===== config.mk =====
export PLATFORM = sky130hd
export DESIGN_NAME = prim_pad_attr_seq
export DESIGN_NICKNAME = d
export VERILOG_FILES = /design/src/rtl/prim_pad_attr_seq.sv
export SDC_FILE = /design/constraint.sdc
export NUM_CORES = 1
export LEC_CHECK = 0
export ABC_CLOCK_PERIOD_IN_PS = 3500
export CORE_MARGIN = 2
export CORE_UTILIZATION = 47
export CTS_CLUSTER_DIAMETER = 120
export DETAILED_ROUTE_END_ITERATION = 8
export GPL_ROUTABILITY_DRIVEN = 1
export GPL_TIMING_DRIVEN = 0
export PLACE_DENSITY_LB_ADDON = 0.3
export SETUP_SLACK_MARGIN = 0.4
export SLEW_MARGIN = 10
export SYNTH_ARGS = -nofsm -noshare
export SYNTH_HDL_FRONTEND = slang
export SYNTH_SLANG_ARGS = --single-unit

===== constraint.sdc =====
create_clock -name clk_i -period 3.5 [get_ports clk_i]
set_input_delay 0.525 -clock clk_i [delete_from_list [all_inputs] [get_ports clk_i]]
set_output_delay 0.525 -clock clk_i [all_outputs]
set_load 0.05 [all_outputs]

===== src/rtl/prim_pad_attr_seq.sv =====
// rtl/prim_pad_attr_seq.sv - multi-pad attribute register bank with WARL masking and break-before-make updates
module prim_pad_attr_seq #(
    parameter int unsigned NumPads      = 4,
    parameter int unsigned AttrDw       = 8,
    parameter int unsigned PadType      = 0,
    parameter int unsigned SettleCycles = 3,
    parameter logic [AttrDw-1:0] ResetAttr = '0,
    parameter logic [AttrDw-1:0] SafeAttr  = '0,
    localparam int unsigned AW = (NumPads > 1) ? $clog2(NumPads) : 1
) (
    input  logic                      clk_i,
    input  logic                      rst_i,
    input  logic                      req_i,
    input  logic                      we_i,
    input  logic [AW-1:0]             addr_i,
    input  logic [AttrDw-1:0]         wdata_i,
    output logic                      gnt_o,
    output logic                      rvalid_o,
    output logic [AttrDw-1:0]         rdata_o,
    output logic                      err_o,
    output logic                      busy_o,
    output logic [NumPads*AttrDw-1:0] attr_o,
    output logic [AttrDw-1:0]         warl_mask_o
);

    // Generic pads only implement the two low attribute bits; full pads implement all of them.
    localparam logic [AttrDw-1:0] Mask = (PadType == 1) ? AttrDw'(2'b11) : {AttrDw{1'b1}};
    localparam logic [AttrDw-1:0] ResetM = ResetAttr & Mask;
    localparam logic [AttrDw-1:0] SafeM  = SafeAttr & Mask;

    // Counter is sized for the settle length; kept at least one bit wide so S=0 still elaborates.
    localparam int unsigned CW    = (SettleCycles > 0) ? $clog2(SettleCycles + 1) : 1;
    localparam int unsigned SLoad = (SettleCycles > 0) ? SettleCycles - 1 : 0;

    typedef enum logic [1:0] {
        IDLE  = 2'd0,
        SAFE  = 2'd1,
        APPLY = 2'd2
    } state_e;

    state_e              state_q;
    state_e              state_d;
    logic [CW-1:0]       cnt_q;
    logic [AW-1:0]       idx_q;
    logic [AttrDw-1:0]   val_q;
    logic [AttrDw-1:0]   attr_q [NumPads];

    logic                addr_ok;
    logic                gnt;
    logic                acc_err;
    logic                acc_rd;
    logic                acc_wr;

    // Out-of-range pad indices are possible when NumPads is not a power of two.
    assign addr_ok = ({1'b0, addr_i} < (AW + 1)'(NumPads));

    // Next-state and access decode; accesses are only taken while idle.
    always_comb begin
        state_d = state_q;
        gnt     = 1'b0;
        acc_err = 1'b0;
        acc_rd  = 1'b0;
        acc_wr  = 1'b0;
        case (state_q)
            IDLE: begin
                gnt = req_i;
                if (req_i) begin
                    if (!addr_ok) begin
                        acc_err = 1'b1;
                    end else if (!we_i) begin
                        acc_rd = 1'b1;
                    end else begin
                        acc_wr = 1'b1;
                        if (SettleCycles > 0) begin
                            state_d = SAFE;
                        end else begin
                            state_d = APPLY;
                        end
                    end
                end
            end
            SAFE: begin
                if (cnt_q == '0) begin
                    state_d = APPLY;
                end
            end
            APPLY: begin
                state_d = IDLE;
            end
            default: begin
                state_d = IDLE;
            end
        endcase
    end

    // State register.
    always_ff @(posedge clk_i) begin
        if (rst_i) begin
            state_q <= IDLE;
        end else begin
            state_q <= state_d;
        end
    end

    // Attribute storage, settle counter and single-cycle response generation.
    always_ff @(posedge clk_i) begin
        if (rst_i) begin
            for (int i = 0; i < int'(NumPads); i++) begin
                attr_q[i] <= ResetM;
            end
            cnt_q    <= '0;
            idx_q    <= '0;
            val_q    <= '0;
            rvalid_o <= 1'b0;
            err_o    <= 1'b0;
            rdata_o  <= '0;
        end else begin
            rvalid_o <= 1'b0;
            err_o    <= 1'b0;
            rdata_o  <= '0;
            if (acc_err) begin
                rvalid_o <= 1'b1;
                err_o    <= 1'b1;
            end else if (acc_rd) begin
                rvalid_o <= 1'b1;
                rdata_o  <= attr_q[addr_i];
            end else if (acc_wr) begin
                idx_q <= addr_i;
                val_q <= wdata_i & Mask;
                if (SettleCycles > 0) begin
                    attr_q[addr_i] <= SafeM;
                    cnt_q          <= CW'(SLoad);
                end else begin
                    attr_q[addr_i] <= wdata_i & Mask;
                    rvalid_o       <= 1'b1;
                end
            end
            if (state_q == SAFE) begin
                if (cnt_q == '0) begin
                    attr_q[idx_q] <= val_q;
                    rvalid_o      <= 1'b1;
                end else begin
                    cnt_q <= cnt_q - 1'b1;
                end
            end
        end
    end

    for (genvar g = 0; g < int'(NumPads); g++) begin : g_attr
        assign attr_o[g*AttrDw +: AttrDw] = attr_q[g];
    end

    assign gnt_o       = gnt;
    assign busy_o      = (state_q != IDLE);
    assign warl_mask_o = Mask;

endmodule


==> results.ini, run 1 <==
[sta]
final-setup-viol-count = 0
period_share = 0.748
worst_slew_margin_rel = 0.344
finalMaxSlewViolations = 0
worstMarginPinSlew_ns = 0.981
worst_hold_slack_ns = 0.480
finalCriticalPeriod_ns = 2.62
postLayoutSetupSlackWorst_ns = 0.883
rsz_0062_raised_after_global_routing = no
final_hold_violations = 0
fin_skew_ns = 0.00660
fmax_ghz = 0.382

[global_route]
grt_start_max_net_pins = 17
grt_first_pass_wirelength_um = 7910
antenna_found_initial = 0
number_of_global_route_vias_before_repair = 1594
overall_overflow_remaining_after_global_route = 0
global_route.usage.total = 0.194

[clock_network]
clock_sink_count = 55
cts_made_buffers = 5
cts_tree = done
cts.repair_timing.setup_buffer_count = 0
clockRootBuffer = sky130_fd_sc_hd__clkbuf_8
ctsLongestPathBuffers = 2
clkLatencyLatePin_ns = 0.31
cts-htree-levels = 2
clk_transition_reported_paths_ns = 0.09

[worst_setup_path]
r2r_setup_slack_ns = 0.95
worst_path_max_delay_cell = sky130_fd_sc_hd__dlymetal6s2s_1
worst-endpoint-arrival_ns = 2.09
timing.critical_path.slowest_cell_delay_ns = 0.51
critPathCaptureType = primary output
crit_path_cell_trace = clkdlybuf4s50_1 -> inv_1 -> nor2_1 -> dlymetal6s2s_1
critPathKind = input pin to primary output
timing.critical_path.fanout_max = 10
startpoint_type = input pin
worst_ep_required_time_ns = 2.97
critical-path-top-delay-family = buffers and inverters
critical_path.n_buffers_inverters = 3

[outcome]
run_status = finished, final reports clean

[detailed_routing]
routedWlPerCell_um = 14.9
via_per_inst = 5.01
num_vias = 1697
residual_drc_count = 0
drtPass1Iterations = 4
ant_nets = 0
drtIter0Drc = 181
totalWireLength_um = 5040

[yosys]
postSynthCellCount = 202
synth.cell_area_um2 = 2370
synth_edf_count = 32
synth.ff_latch_count = 55
syn_avg_cell_area_um2 = 11.8
netlist.top_cell.by_area = sky130_fd_sc_hd__edfxtp_1
synth.distinct_cells = 37
seq_area_frac_synth = 0.599
synth-async-reset-ratio = 0
dominant_cells_by_area_after_synthesis = sky130_fd_sc_hd__edfxtp_1 (40%), sky130_fd_sc_hd__dfxtp_1 (19%), sky130_fd_sc_hd__mux4_2 (7.6%), sky130_fd_sc_hd__nand2_1 (3.3%), sky130_fd_sc_hd__buf_4 (2.8%)
synth_top_flop_cell = sky130_fd_sc_hd__edfxtp_1
synth-warning-count = 0
yosysTopAreaCellShare = 0.405

[placement]
count_of_port_buffers_added_during_placement = 54
gpl.final_weighted_congestion = 0.893
dp_slack_ns = 0.411
detailedPlacementHpwl_um = 3690
place.detailed.instances = 331

[pwr]
power_density_nw_per_um2 = 423
cellLeakagePower_nw = 1.23
power.ir.vdd_worst_uv = 186

[die]
die-height_um = 75.1
die-area_um2 = 5640
initial_utilization = 0.496
top_level_ports = 66
core-area_um2 = 4790
rows = 25
die_w_um = 75.1

[final_layout]
antenna_diode_count = 0
final_common_cell = sky130_fd_sc_hd__clkdlybuf4s50_1
drive_above_1_share = 0.136
num-nets-final = 285
nFillCells = 383
stdcell_count = 339
layout.cells.most_common_list = sky130_fd_sc_hd__clkdlybuf4s50_1 (53), sky130_fd_sc_hd__edfxtp_1 (32), sky130_fd_sc_hd__dfxtp_1 (23)
area_of_the_multi_input_gates_um2 = 833
area_growth_pct = 31.5
regArea_um2 = 1420

[min_path]
holdCritPathClass = flip-flop to flip-flop

[flow_run]
timing.max_cap.violations = 0

==> area by class of cell <==
type / count / share of cell area
Tap cell: 67 / 0.0268
Timing Repair Buffer: 55 / 0.175
Inverter: 10 / 0.0120
Sequential cell: 55 / 0.455
Clock inverter: 2 / 0.00401
Multi-Input combinational cell: 124 / 0.267
Buffer: 20 / 0.0365
Clock buffer: 6 / 0.0232
==> logic make-up after synthesis <==
group                  count (synthesis)  synth area share
flip-flops                            55             0.599
buffers and inverters                 30            0.0637
AO/OA/AOI/OAI                         25            0.0706
multiplexers                           8            0.0759
AND/OR/NAND/NOR                       82             0.188
other                                  2           0.00316
==> metal layers <==
layer  vias up  global-route usage  routed length, um  share of wire
met1       777               0.258               2210           0.44
met4         0              0.0734                 82          0.016
met2        70               0.310               2430           0.48
li1        842                   -                  -              -
met5         -                   0                  0              0
met3         8              0.0482                311          0.062
==> final timing paths <==
check	startpoint	endpoint	cells after the start
min reg2reg	val_q[6]	val_q[6]	2
max	req_i	gnt_o	4
min	val_q[6]	val_q[6]	2
max reg2reg	state_q[1]	attr_q[3][6]	3
==> sequential cells by signal, indices dropped and copies added, names as in the netlist, named ones only <==
name / cells
state_q: 2
val_q: 8
rvalid_o: 1
idx_q: 2
attr_q: 32
cnt_q: 1
rdata_o: 8
==> report_power, final <==
part | leakage (nW) | switching (mW) | internal [mW]
clock network | 0.0428 | 0.196 | 0.140
registers | 0.521 | 0.0182 | 0.711
logic | 0.668 | 0.169 | 0.0858
==> Yosys cell counts (2+ instances only) <==
cell                       count
sky130_fd_sc_hd__and3_1       10
sky130_fd_sc_hd__a21oi_1      11
sky130_fd_sc_hd__nand3_1       8
sky130_fd_sc_hd__edfxtp_1     32
sky130_fd_sc_hd__mux4_2        8
sky130_fd_sc_hd__nor2_1       16
sky130_fd_sc_hd__buf_4         9
sky130_fd_sc_hd__and2_1        8
sky130_fd_sc_hd__inv_1        10
sky130_fd_sc_hd__buf_2         4
sky130_fd_sc_hd__conb_1        2
sky130_fd_sc_hd__and4bb_2      2
sky130_fd_sc_hd__o21ai_0       3
sky130_fd_sc_hd__clkbuf_1      6
sky130_fd_sc_hd__nor3_1        8
sky130_fd_sc_hd__nand2_1      21
sky130_fd_sc_hd__dfxtp_1      23
sky130_fd_sc_hd__a31oi_1       2
==> metrics by stage <==
stage	setup TNS, ns	util	power [mW]	cell area [um^2]
2_1_floorplan	0	-	0.917	2400
3_5_place_dp	0	0.634	1.00	3040
3_3_place_gp	-0.0844	0.632	0.995	3030
5_1_grt	0	0.653	1.36	3120
6_report	0	0.653	1.32	3120
4_1_cts	0	0.652	1.32	3120
==> what timing repair did <==
action | in CTS | in global routing
setup endpoints to repair | 0 | 1
endpoints found under the hold margin | 0 | 0
hold buffers | 0 | 0
resized for setup | 0 | 1
==> tightest hold or removal path, cell delays in order, from the launching register on <==
cell,delay [ns]
sky130_fd_sc_hd__dfxtp_1,0.33
sky130_fd_sc_hd__nand2_1,0.06
sky130_fd_sc_hd__a21oi_1,0.05
(Power assumes the default switching activity.)
==> run 2, diff against run 1 <==
--- a/config.mk
+++ b/config.mk
@@ -5,9 +5,9 @@
 export SDC_FILE = /design/constraint.sdc
 export NUM_CORES = 1
 export LEC_CHECK = 0
-export ABC_CLOCK_PERIOD_IN_PS = 3500
+export ABC_CLOCK_PERIOD_IN_PS = 2100
 export CORE_MARGIN = 2
-export CORE_UTILIZATION = 47
+export CORE_UTILIZATION = 43
 export CTS_CLUSTER_DIAMETER = 120
 export DETAILED_ROUTE_END_ITERATION = 8
 export GPL_ROUTABILITY_DRIVEN = 1
==> constraint.sdc (replaced) <==
create_clock -name clk_i -period 2.1 [get_ports clk_i]
set_input_delay 0.315 -clock clk_i [delete_from_list [all_inputs] [get_ports clk_i]]
set_output_delay 0.315 -clock clk_i [all_outputs]
set_load 0.05 [all_outputs]
==> run 2 against run 1 <==
Combinational power rose by 81%. Die area is 8.8% higher. Hold slack better by 0.0046 ns. Count of clock-buffer cells in the layout fell by 1. Sequential power grew 67%. Worst setup slack got worse by 0.55 ns. Power is 69% higher. Sequential cell count unchanged. Clock power up 65%. Critical path type is now flip-flop to flip-flop. Largest power group unchanged.
==> results.ini, run 2 (synthesized netlist as in run 1, its figures left out) <==
[final_layout]
final_common_cell = sky130_fd_sc_hd__dlygate4sd2_1
flip_flop_count_of_the_largest_register_after_layout = 32  ; unchanged
fin_util = 0.618  ; -0.0343
layout.cells.most_common_list = sky130_fd_sc_hd__dlygate4sd2_1 (42), sky130_fd_sc_hd__edfxtp_1 (32), sky130_fd_sc_hd__buf_4 (21)
nFillCells = 477  ; +25%
top_register = attr_q
drive_above_1_share = 0.245  ; +0.109
antenna_diode_count = 0  ; unchanged
finish.instance_area_um2 = 3340  ; +7.0%
layout_top_registers = attr_q x32, rdata_o x8, val_q x8
area_growth_pct = 40.7
num-nets-final = 300  ; +5.3%

[placement]
placement.cell_area_um2 = 3080  ; +1.4%
detailedPlacementHpwl_um = 3840  ; +4.1%
count_of_port_buffers_added_during_placement = 54  ; unchanged
dp_slack_ns = -0.381  ; -0.792 ns
gpl.final_weighted_congestion = 0.848  ; -5.0%

[clock_network]
cts-htree-levels = 2  ; unchanged
clkLatencyLatePin_ns = 0.30  ; about the same
post_cts_hold_buffer_count = 0  ; unchanged
cts_made_buffers = 5  ; unchanged
clk_transition_reported_paths_ns = 0.09  ; about the same
clockRootBuffer = sky130_fd_sc_hd__clkbuf_8
clock_sink_count = 55  ; unchanged
ctsLongestPathBuffers = 2  ; unchanged
cts_tree = done

[pwr]
cellLeakagePower_nw = 1.47  ; +20%
intPower_mw = 1.57  ; +67%
share_clk_of_total_power = 0.248  ; -0.007
comb_power_share = 0.206  ; +0.013
power.ir.vdd_worst_uv = 431  ; +130%
switchingPower_uw = 657  ; +72%
power_density_nw_per_um2 = 666  ; +58%
netSwitchingFraction = 0.295  ; +0.00516
seqPwrFrac = 0.546  ; -0.007

[worst_setup_path]
critical_path.reg2reg.endpoint = attr_q[1][0]
critical-path-top-delay-family = simple AND/OR/NAND/NOR gates
timing.critical_path.fanout_max = 5  ; -5
critPathKind = flip-flop to flip-flop
worst_ep_required_time_ns = 2.13  ; -0.84 ns
r2r_setup_slack_ns = 0.33  ; -0.62 ns
worst_path_max_delay_cell = sky130_fd_sc_hd__or4b_4
critical_path.n_buffers_inverters = 2  ; -1
critPathCaptureType = flip-flop
cp-startpoint = state_q[1]
worst-endpoint-arrival_ns = 1.80  ; -0.29 ns
timing.critical_path.slowest_cell_delay_ns = 0.51  ; about the same
rr_worst_depth = 4  ; +1
crit-reg2reg-launch = state_q[1]
startpoint_type = flip-flop
crit_path_cell_trace = or4b_4 -> buf_6 -> o311ai_4 -> buf_4

[die]
die_w_um = 78.3  ; +4.3%
core-area_um2 = 5410  ; +13%
die-height_um = 78.3  ; +4.3%
top_level_ports = 66  ; unchanged
initial_utilization = 0.439  ; -0.0569
rows = 27  ; +8.0%
die-area_um2 = 6130  ; +8.8%

[sta]
finalSetupTns_ns = 0  ; unchanged
period_share = 0.841
final_hold_violations = 0  ; unchanged
rsz_0062_raised_after_global_routing = yes
fin_skew_ns = 0.00873  ; +0.00213 ns
worstMarginPinSlew_ns = 0.704  ; -0.277 ns
postLayoutSetupSlackWorst_ns = 0.334  ; -0.549 ns
final-setup-viol-count = 0  ; unchanged
worst_slew_margin_rel = 0.529  ; +0.185
finalMaxSlewViolations = 0  ; unchanged
worst_hold_slack_ns = 0.485  ; +0.00464 ns
fmax_ghz = 0.566
finalCriticalPeriod_ns = 1.77

[detailed_routing]
via_per_inst = 5.04  ; +0.66%
num_vias = 1804  ; +6.3%
routedWlPerCell_um = 15.7  ; +5.4%
drtPass1Iterations = 4  ; unchanged
totalWireLength_um = 5610  ; +11%
ant_nets = 0  ; unchanged
residual_drc_count = 0  ; unchanged
drtIter0Drc = 158  ; -13%

[min_path]
timing.hold.worst_endpoint = val_q[2]
holdCritPathClass = flip-flop to flip-flop
hold_depth = 2  ; unchanged
min-delay-start = val_q[2]

[global_route]
global_route.usage.total = 0.190  ; -0.00475
grt_first_pass_wirelength_um = 8850  ; +12%
antenna_found_initial = 0  ; unchanged
overall_overflow_remaining_after_global_route = 0  ; unchanged
grt_start_max_net_pins = 17  ; unchanged
number_of_global_route_vias_before_repair = 1783  ; +12%

[flow_run]
timing.max_cap.violations = 0  ; unchanged

[outcome]
run_status = finished, final reports clean

==> run 2: cell count changes in the layout (fill, tap and decap cells not counted), sizes merged <==
cell	previous run	this run
clkdlybuf4s50	53	10
dlygate4sd2	0	42
buf	15	32
clkbuf	12	11
dlymetal6s2s	1	0
==> run 2: repair_timing <==
item | 4_1_cts | 5_1_grt
pin swaps | 6 | 4
buffers inserted | 13 | 3
setup endpoints to repair | 105 | 46
gates resized for setup | 77 | 11
==> run 2: final cells by class <==
type / count / area, um^2 / area share
well taps: 72 / 90.1 / 0.0270
plain buffers: 20 / 146 / 0.0438
multi-input cells: 124 / 928 / 0.278
clock inverters: 2 / 13.8 / 0.00412
clock buffers: 5 / 68.8 / 0.0206
flip-flops and latches: 55 / 1430 / 0.428
repair buffers: 70 / 627 / 0.188
inverters: 10 / 37.5 / 0.0112
==> run 2: worst max-delay path by stage <==
stage               slack, ns           end  cells past startpoint
floorplan                0.35  attr_q[3][0]                      3
finish                   0.33  attr_q[1][0]                      4
CTS                      0.32  attr_q[1][7]                      4
detailed placement      -0.38  attr_q[3][5]                      4
global placement        -0.37  attr_q[3][5]                      4
global route             0.31  attr_q[1][0]                      4
==> run 2: metal layers <==
layer / GRT usage / vias up / share of wire
li1: - / 875 / -
met2: 0.324 / 58 / 0.51
met5: 0 / - / 0
met3: 0.0460 / 6 / 0.053
met1: 0.232 / 865 / 0.42
met4: 0.0737 / 0 / 0.011
==> run 2: stage by stage <==
step / power [mW] / instances
3_3_place_gp: 1.67 / 335
6_report: 2.23 / 358
2_1_floorplan: 1.54 / 209
4_1_cts: 2.23 / 355
5_1_grt: 2.31 / 358
3_5_place_dp: 1.68 / 335
==> run 2: power groups by stage <==
stage / clock (mW) / sequential (mW) / combinational (mW)
6_report: 0.553 / 1.22 / 0.459
5_1_grt: 0.609 / 1.22 / 0.482
4_1_cts: 0.565 / 1.22 / 0.451
3_5_place_dp: 0 / 1.24 / 0.433
3_3_place_gp: 0 / 1.24 / 0.429
2_1_floorplan: 0 / 1.36 / 0.180
==> run 2: worst min-delay path, cell delays in order, from the launching register on <==
cell and delay, ns:
sky130_fd_sc_hd__dfxtp_1 0.34, sky130_fd_sc_hd__nand2_1 0.06, sky130_fd_sc_hd__a21oi_1 0.05
==> run 3, diff against run 2 <==
--- a/config.mk
+++ b/config.mk
@@ -5,7 +5,7 @@
 export SDC_FILE = /design/constraint.sdc
 export NUM_CORES = 1
 export LEC_CHECK = 0
-export ABC_CLOCK_PERIOD_IN_PS = 2100
+export ABC_CLOCK_PERIOD_IN_PS = 1550
 export CORE_MARGIN = 2
 export CORE_UTILIZATION = 43
 export CTS_CLUSTER_DIAMETER = 120
==> constraint.sdc (replaced) <==
create_clock -name clk_i -period 1.55 [get_ports clk_i]
set_input_delay 0.2325 -clock clk_i [delete_from_list [all_inputs] [get_ports clk_i]]
set_output_delay 0.2325 -clock clk_i [all_outputs]
set_load 0.05 [all_outputs]
==> run 3 against run 2 <==
The flow now finishes with violations (setup timing). Worst setup slack worse by 0.56 ns. Combinational power is 85% higher. Core utilization is 13 points higher. Clock power is 40% higher. Critical endpoint is now attr_q[1][7]. Largest power group unchanged.
==> results.ini, run 3 (synthesized netlist as in run 1, its figures left out) <==
[placement]
placement.cell_area_um2 = 3130  ; +1.7%
place.detailed.instances = 335  ; unchanged
count_of_port_buffers_added_during_placement = 54  ; unchanged
gpl.final_weighted_congestion = 0.817  ; -3.6%
dp_slack_ns = -0.935  ; -0.554 ns
detailedPlacementHpwl_um = 3680  ; -4.4%

[detailed_routing]
via_per_inst = 5.22  ; +3.6%
totalWireLength_um = 7060  ; +26%
ant_nets = 0  ; unchanged
drtPass1Iterations = 4  ; unchanged
routedWlPerCell_um = 18.5  ; +18%
drtIter0Drc = 175  ; +11%
residual_drc_count = 0  ; unchanged
num_vias = 1989  ; +10%

[worst_setup_path]
worst-endpoint-arrival_ns = 1.97  ; +0.17 ns
timing.critical_path.slowest_cell_delay_ns = 0.53  ; +0.02 ns
worst_ep_required_time_ns = 1.75  ; -0.38 ns
startpoint_type = flip-flop
crit_path_cell_trace = or4b_4 -> buf_8 -> buf_6 -> nor4_4 -> buf_4 -> and2_4
critPathKind = flip-flop to flip-flop
critical-path-top-delay-family = simple AND/OR/NAND/NOR gates
critPathCaptureType = flip-flop
timing.critical_path.fanout_max = 6  ; +1
worst_path_max_delay_cell = sky130_fd_sc_hd__or4b_4
critical_path.n_buffers_inverters = 3  ; +1

[die]
die-height_um = 78.3  ; unchanged
top_level_ports = 66  ; unchanged
rows = 27  ; unchanged
die_w_um = 78.3  ; unchanged
core-area_um2 = 5410  ; unchanged
die-area_um2 = 6130  ; unchanged
initial_utilization = 0.439  ; unchanged

[final_layout]
antenna_diode_count = 0  ; unchanged
nFillCells = 336  ; -30%
area_of_the_multi_input_gates_um2 = 1260  ; +36%
drive_above_1_share = 0.631  ; +0.386
stdcell_count = 381  ; +6.4%
area_growth_pct = 71.3
regArea_um2 = 1440  ; +0.53%
num-nets-final = 323  ; +7.7%
finish.instance_area_um2 = 4070  ; +22%
layout_top_registers = attr_q x32, rdata_o x8, val_q x8
flip_flop_count_of_the_largest_register_after_layout = 32  ; unchanged
final_common_cell = sky130_fd_sc_hd__buf_6
top_register = attr_q
layout.cells.most_common_list = sky130_fd_sc_hd__buf_6 (58), sky130_fd_sc_hd__edfxtp_1 (32), sky130_fd_sc_hd__buf_4 (20)

[clock_network]
clock_sink_count = 55  ; unchanged
clkLatencyLatePin_ns = 0.32  ; +0.02 ns
cts_made_buffers = 5  ; unchanged
ctsLongestPathBuffers = 2  ; unchanged
post_cts_hold_buffer_count = 0  ; unchanged
clockRootBuffer = sky130_fd_sc_hd__clkbuf_8
cts-htree-levels = 2  ; unchanged
clk_transition_reported_paths_ns = 0.09  ; about the same
cts_tree = done

[pwr]
power_density_nw_per_um2 = 807  ; +21%
cellLeakagePower_nw = 1.68  ; +14%
power.ir.vdd_worst_uv = 497  ; +16%

[global_route]
global_route.usage.total = 0.216  ; +0.0260
number_of_global_route_vias_before_repair = 1877  ; +5.3%
grt_first_pass_wirelength_um = 9780  ; +11%
grt_start_max_net_pins = 17  ; unchanged
overall_overflow_remaining_after_global_route = 0  ; unchanged
antenna_found_initial = 0  ; unchanged

[sta]
period_share = 1.15  ; +0.304
rsz_0062_raised_after_global_routing = yes
fmax_ghz = 0.563  ; -0.48%
worst_slew_margin_rel = 0.597  ; +0.0679
final-setup-viol-count = 56  ; +56
final_hold_violations = 0  ; unchanged
postLayoutSetupSlackWorst_ns = -0.225  ; -0.558 ns
worst_hold_slack_ns = 0.289  ; -0.196 ns
finalMaxSlewViolations = 0  ; unchanged
finalCriticalPeriod_ns = 1.77  ; +0.00850 ns
finalSetupTns_ns = -5.35  ; -5.35 ns
worstMarginPinSlew_ns = 0.605  ; -0.0993 ns
fin_skew_ns = 0.00774  ; -0.000987 ns

[outcome]
violations_in_the_final_reports = setup timing
run_status = finished, violations left

[min_path]
holdCritPathClass = input pin to flip-flop

[flow_run]
timing.max_cap.violations = 0  ; unchanged

==> run 3: where the power goes <==
| group | switching [mW] | internal [mW] | leakage [nW] | total (mW) |
|---|---|---|---|---|
| registers | 0.0579 | 1.60 | 0.524 | 1.66 |
| clock network | 0.464 | 0.310 | 0.0440 | 0.774 |
| logic | 0.493 | 0.354 | 1.11 | 0.847 |
| total | 1.02 | 2.27 | 1.68 | 3.28 |
==> run 3: area by class of cell <==
type                            count  share of cell area
Inverter                           10             0.00923
Clock buffer                        5              0.0169
Multi-Input combinational cell    124               0.310
Sequential cell                    55               0.353
Timing Repair Buffer               93               0.242
Clock inverter                      2             0.00338
Tap cell                           72              0.0221
Buffer                             20              0.0434
==> run 3: timing repair <==
item,CTS,global route
pin swaps,18,30
setup buffers,23,15
gates resized for setup,349,72
endpoints found under the setup margin,127,121
hold endpoints to repair,0,0
cloned,0,1
==> run 3: worst register-to-register path: stages, from the launching register on <==
cell                      delay, ns
sky130_fd_sc_hd__dfxtp_4       0.35
sky130_fd_sc_hd__or4b_4        0.53
sky130_fd_sc_hd__buf_8         0.16
sky130_fd_sc_hd__buf_6         0.12
sky130_fd_sc_hd__nor4_4        0.17
sky130_fd_sc_hd__buf_4         0.20
sky130_fd_sc_hd__and2_4        0.15
==> run 3: path summary, 6_finish.rpt <==
| check | from | endpoint | slack [ns] | cells after the start |
|---|---|---|---|---|
| min reg2reg | val_q[1] | val_q[1] | 0.53 | 2 |
| max reg2reg | cnt_q[1] | attr_q[1][7] | -0.22 | 6 |
| min | rst_i | state_q[1] | 0.29 | 2 |
| max | cnt_q[1] | attr_q[1][7] | -0.22 | 6 |
==> run 3: metrics by stage <==
step                utilization  power, mW
CTS                       0.677       3.15
global placement          0.579       2.28
finish                    0.753       3.28
floorplan                     -       2.10
global route              0.753       3.39
detailed placement        0.579       2.29
==> run 3: layer usage <==
layer | vias to the layer above | wire (um) | GRT usage
met2 | 72 | 3850 | 0.374
met4 | 0 | 159 | 0.112
li1 | 925 | - | -
met3 | 9 | 390 | 0.0425
met1 | 983 | 2660 | 0.253
met5 | - | 0 | 0
